$ cat src/rtl/decrementer_bank.sv
// decrementer_bank: CHANNELS independent WIDTH-bit synchronous down-counters.
// Each channel has a parallel load, a per-channel enable gated by a shared
// ent, a combinational ripple-carry-out and a registered terminal-count pulse.
// Behaviour at zero is either saturate or wrap, selected by SATURATE.
// Optional feature macro: DECREMENTER_BANK_AUTO_RELOAD_EN. When it is defined,
// each channel gets a reload register. Counting at zero then reloads from that
// register, which overrides SATURATE.
module decrementer_bank #(
    parameter int WIDTH       = 4,
    parameter int CHANNELS    = 2,
    parameter int RESET_VALUE = 3,
    parameter int SATURATE    = 1
) (
    input  logic                      clock,
    input  logic                      clr,
    input  logic [CHANNELS-1:0]       ld,
    input  logic                      ent,
    input  logic [CHANNELS-1:0]       enp,
    input  logic [CHANNELS*WIDTH-1:0] D,
    output logic [CHANNELS*WIDTH-1:0] Q,
    output logic [CHANNELS-1:0]       rco,
    output logic [CHANNELS-1:0]       tc
);

    localparam logic [WIDTH-1:0] RST_V = WIDTH'(RESET_VALUE);
    localparam logic [WIDTH-1:0] ONE_V = WIDTH'(1);

    for (genvar g = 0; g < CHANNELS; g++) begin : g_ch
        logic [WIDTH-1:0] q_q, q_d;
        logic             tc_q, tc_d;
        logic             count_en;
        logic [WIDTH-1:0] d_ch;

        assign count_en = ent & enp[g];
        assign d_ch     = D[g*WIDTH +: WIDTH];

`ifdef DECREMENTER_BANK_AUTO_RELOAD_EN
        logic [WIDTH-1:0] reload_q, reload_d;

        // Next-state: load beats count; at zero the reload value is restored.
        always_comb begin
            q_d      = q_q;
            tc_d     = 1'b0;
            reload_d = reload_q;
            if (ld[g]) begin
                q_d      = d_ch;
                reload_d = d_ch;
            end else if (count_en) begin
                if (q_q != '0) begin
                    q_d  = q_q - ONE_V;
                    tc_d = (q_q == ONE_V);
                end else begin
                    q_d = reload_q;
                end
            end
        end

        // State registers with synchronous active-low clear.
        always_ff @(posedge clock) begin
            if (!clr) begin
                q_q      <= RST_V;
                tc_q     <= 1'b0;
                reload_q <= RST_V;
            end else begin
                q_q      <= q_d;
                tc_q     <= tc_d;
                reload_q <= reload_d;
            end
        end
`else
        // Next-state: load beats count; at zero either hold or wrap to all ones.
        always_comb begin
            q_d  = q_q;
            tc_d = 1'b0;
            if (ld[g]) begin
                q_d = d_ch;
            end else if (count_en) begin
                if (q_q != '0) begin
                    q_d  = q_q - ONE_V;
                    tc_d = (q_q == ONE_V);
                end else if (SATURATE != 0) begin
                    q_d = '0;
                end else begin
                    q_d = '1;
                end
            end
        end

        // State registers with synchronous active-low clear.
        always_ff @(posedge clock) begin
            if (!clr) begin
                q_q  <= RST_V;
                tc_q <= 1'b0;
            end else begin
                q_q  <= q_d;
                tc_q <= tc_d;
            end
        end
`endif

        assign Q[g*WIDTH +: WIDTH] = q_q;
        assign rco[g]              = ent & (q_q == '0);
        assign tc[g]               = tc_q;
    end

endmodule

$ cat config.mk
export PLATFORM = sky130hd
export DESIGN_NAME = decrementer_bank
export DESIGN_NICKNAME = d
export VERILOG_FILES = /design/src/rtl/decrementer_bank.sv
export SDC_FILE = /design/constraint.sdc
export NUM_CORES = 1
export LEC_CHECK = 0
export BUFFER_PORTS_ARGS = -buffer_cell sky130_fd_sc_hd__buf_2
export CAP_MARGIN = 20
export CORE_MARGIN = 3
export CORE_UTILIZATION = 40
export CTS_CLUSTER_DIAMETER = 100
export DETAILED_ROUTE_END_ITERATION = 12
export PLACE_DENSITY_LB_ADDON = 0.1
export SKIP_LAST_GASP = 1
export SYNTH_ARGS = -nofsm -noshare
export SYNTH_HDL_FRONTEND = slang
export SYNTH_SLANG_ARGS = --single-unit
$ cat constraint.sdc
create_clock -name clock -period 3.8 [get_ports clock]
set_input_delay 0.19 -clock clock [delete_from_list [all_inputs] [get_ports clock]]
set_output_delay 0.19 -clock clock [all_outputs]
set_load 0.03 [all_outputs]
==> summary.md <==
| Metric | Value |
|---|---|
| Antenna diodes | 0 |
| CTS Sinks | 10 |
| PortBufs | 26 |
| First-pass GRT wire length | 2.06 mm |
| Fraction of layout cells with a size suffix above 1 | 0.348 |
| Final period util | 0.407 |
| Post CTS Setup Buffer Count | 0 |
| Max cap viols | 0 |
| Synth-to-Final Area Change | 26.7% |
| Ys flop type | dfxtp_1 |
| Startpoint Class | register |
| Final antenna-violating net count | 0 |
| Drt drc | 0 |
| Initial antenna violation count | 0 |
| Worst-Skew Late Latency | 0.26 ns |
| Crit-path max FO | 7 |
| Drt total wl | 1.27 mm |
| Final slew viol count | 0 |
| Vias in the first global route | 449 |
| Drt pass-1 iters | 3 |
| Syn nets | 79 |
| Clock power frac | 0.296 |
| Cells after Synth | 64 |
| Minimum clock period after layout | 1.55 ns |
| Overflow after GRT | 0 |
| Internal power | 0.166 mW |
| Crit Path Class | register to output port |
| P_leak | 0.305 nW |
| Pwr/cell area | 341 nW/um^2 |
| CTS hold repair buffers | 0 |
| DR iter-0 viols | 12 |
| WL met2 | 525 um |
| Avg Vias per Cell | 5.46 |
| Arrival @ worst endpoint | 1.36 ns |
| Average wire per standard cell | 12.3 um |
| Total Power | 0.237 mW |
| Total number of vias | 562 |
| CTS max path bufs | 2 |
| Ports | 27 |
| F_max | 0.647 GHz |
| Post-synth EDFFs | 0 |
| Core area | 1200 um^2 |
| Die W | 43.1 um |
| Most common cell after layout, fill and taps aside | buf_2 |
| Cell Area, Synth | 549 um^2 |
| CTS tree | done |
| RSZ-0062 raised after global routing | false |
| Nets | 106 |
| Hold WC Path Type | input pin to register |
| Die area | 1850 um^2 |
| FF+latch count, synth | 10 |
| Top cell type by total area after synthesis | dfxtp_1 |
| # resized after CTS | 0 |
| Hpwl dp | 923 um |
| Net Sw Frac | 0.298 |
| Met3 Wirelength | 117 um |
| CP Capture Type | output port |
| Setup violation total in the final timing report | 0 |
| Outcome | finished clean |
| Top cells by area, synth | dfxtp_1 36%, nor2b_1 5.7%, o21ai_0 5.5% |
| Commonest non-fill, non-tap cells in the layout | 26 x buf_2, 10 x dfxtp_1, 6 x o21ai_0, 5 x nor2b_1, 5 x nand2_1 |
| Sequential cell area | 200 um^2 |
| Avg Inst Size Synth | 8.58 um^2 |
| Synth Warn # | 0 |
| Fillers | 130 |
| Worst-path clk slew | 0.06 ns |
| Seq pwr share | 0.502 |
| Highest routed layer | met4 |
| H-tree depth | 1 |
| Area of the multi-input gates | 318 um^2 |
| Largest net degree at the start of global routing | 12 |
| P_sw | 0.0707 mW |
| Combinational power share | 0.202 |
| Setup TNS | 0 ns |
| Req. time, crit path | 3.61 ns |
| Final hold viol count | 0 |
| Async set-reset flop share out of synthesis | 0 |
| Num CTS Buffers | 3 |
| Die Span Y | 43.1 um |
| Met1 Routed Length | 620 um |
| Num rows | 12 |
| Post-synth top area share | 0.364 |
| Seq/Total Area, Yosys | 0.364 |
| Unique masters post-synth | 32 |
| Root Driver | clkbuf_4 |
| GRT Overall Usage | 0.145 |
| Slew HR | 0.780 |
| Tightest Pin Transition | 0.326 ns |
| Clock Skew | 0.00668 ns |
| Starting Density | 0.457 |
| GP Congestion | 0.767 |
| VDD IR max | 0.279 mV |
==> metrics by stage <==
step	instances	utilization	instance area (um^2)	hold slack [ns]	setup slack (ns)
4_1_cts	103	0.579	696	0.147	2.24
5_1_grt	103	0.579	696	0.141	2.17
2_1_floorplan	64	-	549	0.323	2.29
3_5_place_dp	100	0.560	673	0.419	2.46
3_3_place_gp	100	0.560	673	0.421	2.48
6_report	103	0.579	696	0.155	2.25
==> cell families (layout without fill, tap and decap cells) <==
family / count (synthesis) / in the layout / synth area share
AO/OA/AOI/OAI: 21 / 21 / 0.276
buffers and inverters: 6 / 31 / 0.0569
flip-flops: 10 / 10 / 0.364
AND/OR/NAND/NOR: 27 / 27 / 0.303
==> cell type report <==
cell class,instances,share of cell area
Tap cell,14,0.0252
Multi-Input combinational cell,48,0.457
Sequential cell,10,0.288
Inverter,2,0.0108
Timing Repair Buffer,26,0.187
Clock buffer,3,0.0324
==> routing by layer <==
layer | global-route usage | vias up
li1 | - | 297
met4 | 0.0181 | 0
met3 | 0.0805 | 2
met1 | 0.201 | 244
met2 | 0.201 | 19
met5 | 0 | -
==> synth_stat cells, types with 2 or more instances <==
library cell  number
o2111ai_1          2
nor2b_1            5
nor2_1             3
dfxtp_1           10
buf_4              2
o21ai_0            6
or4b_1             2
inv_1              2
or3_1              2
nand2_1            5
a21boi_0           4
==> power by group through the flow <==
stage	sequential, mW	clock, mW	combinational [mW]
after global placement	0.121	0	0.0481
after detailed placement	0.122	0	0.0482
final	0.119	0.0701	0.0478
after CTS	0.119	0.0740	0.0484
after global routing	0.120	0.0821	0.0527
after floorplan	0.131	0	0.0197
==> path summary, 6_finish.rpt <==
| kind | end | slack [ns] | start | depth (start not counted) |
|---|---|---|---|---|
| min reg2reg | g_ch[0].tc_q | 0.50 | g_ch[0].q_q[0] | 2 |
| max | rco[0] | 2.25 | g_ch[0].q_q[1] | 3 |
| min | g_ch[1].q_q[1] | 0.16 | D[5] | 3 |
| max reg2reg | g_ch[1].q_q[2] | 2.45 | g_ch[1].q_q[0] | 3 |
==> critical path, stage by stage (launching register included) <==
cell	delay, ns
dfxtp_1	0.35
or3_1	0.43
nor2b_1	0.12
buf_2	0.20
==> registers in the layout, summed over array words and instances (netlist names) <==
name and cells:
g_ch.tc_q 2, g_ch.q_q 8
Note: power is estimated with default switching activity, not from simulation.
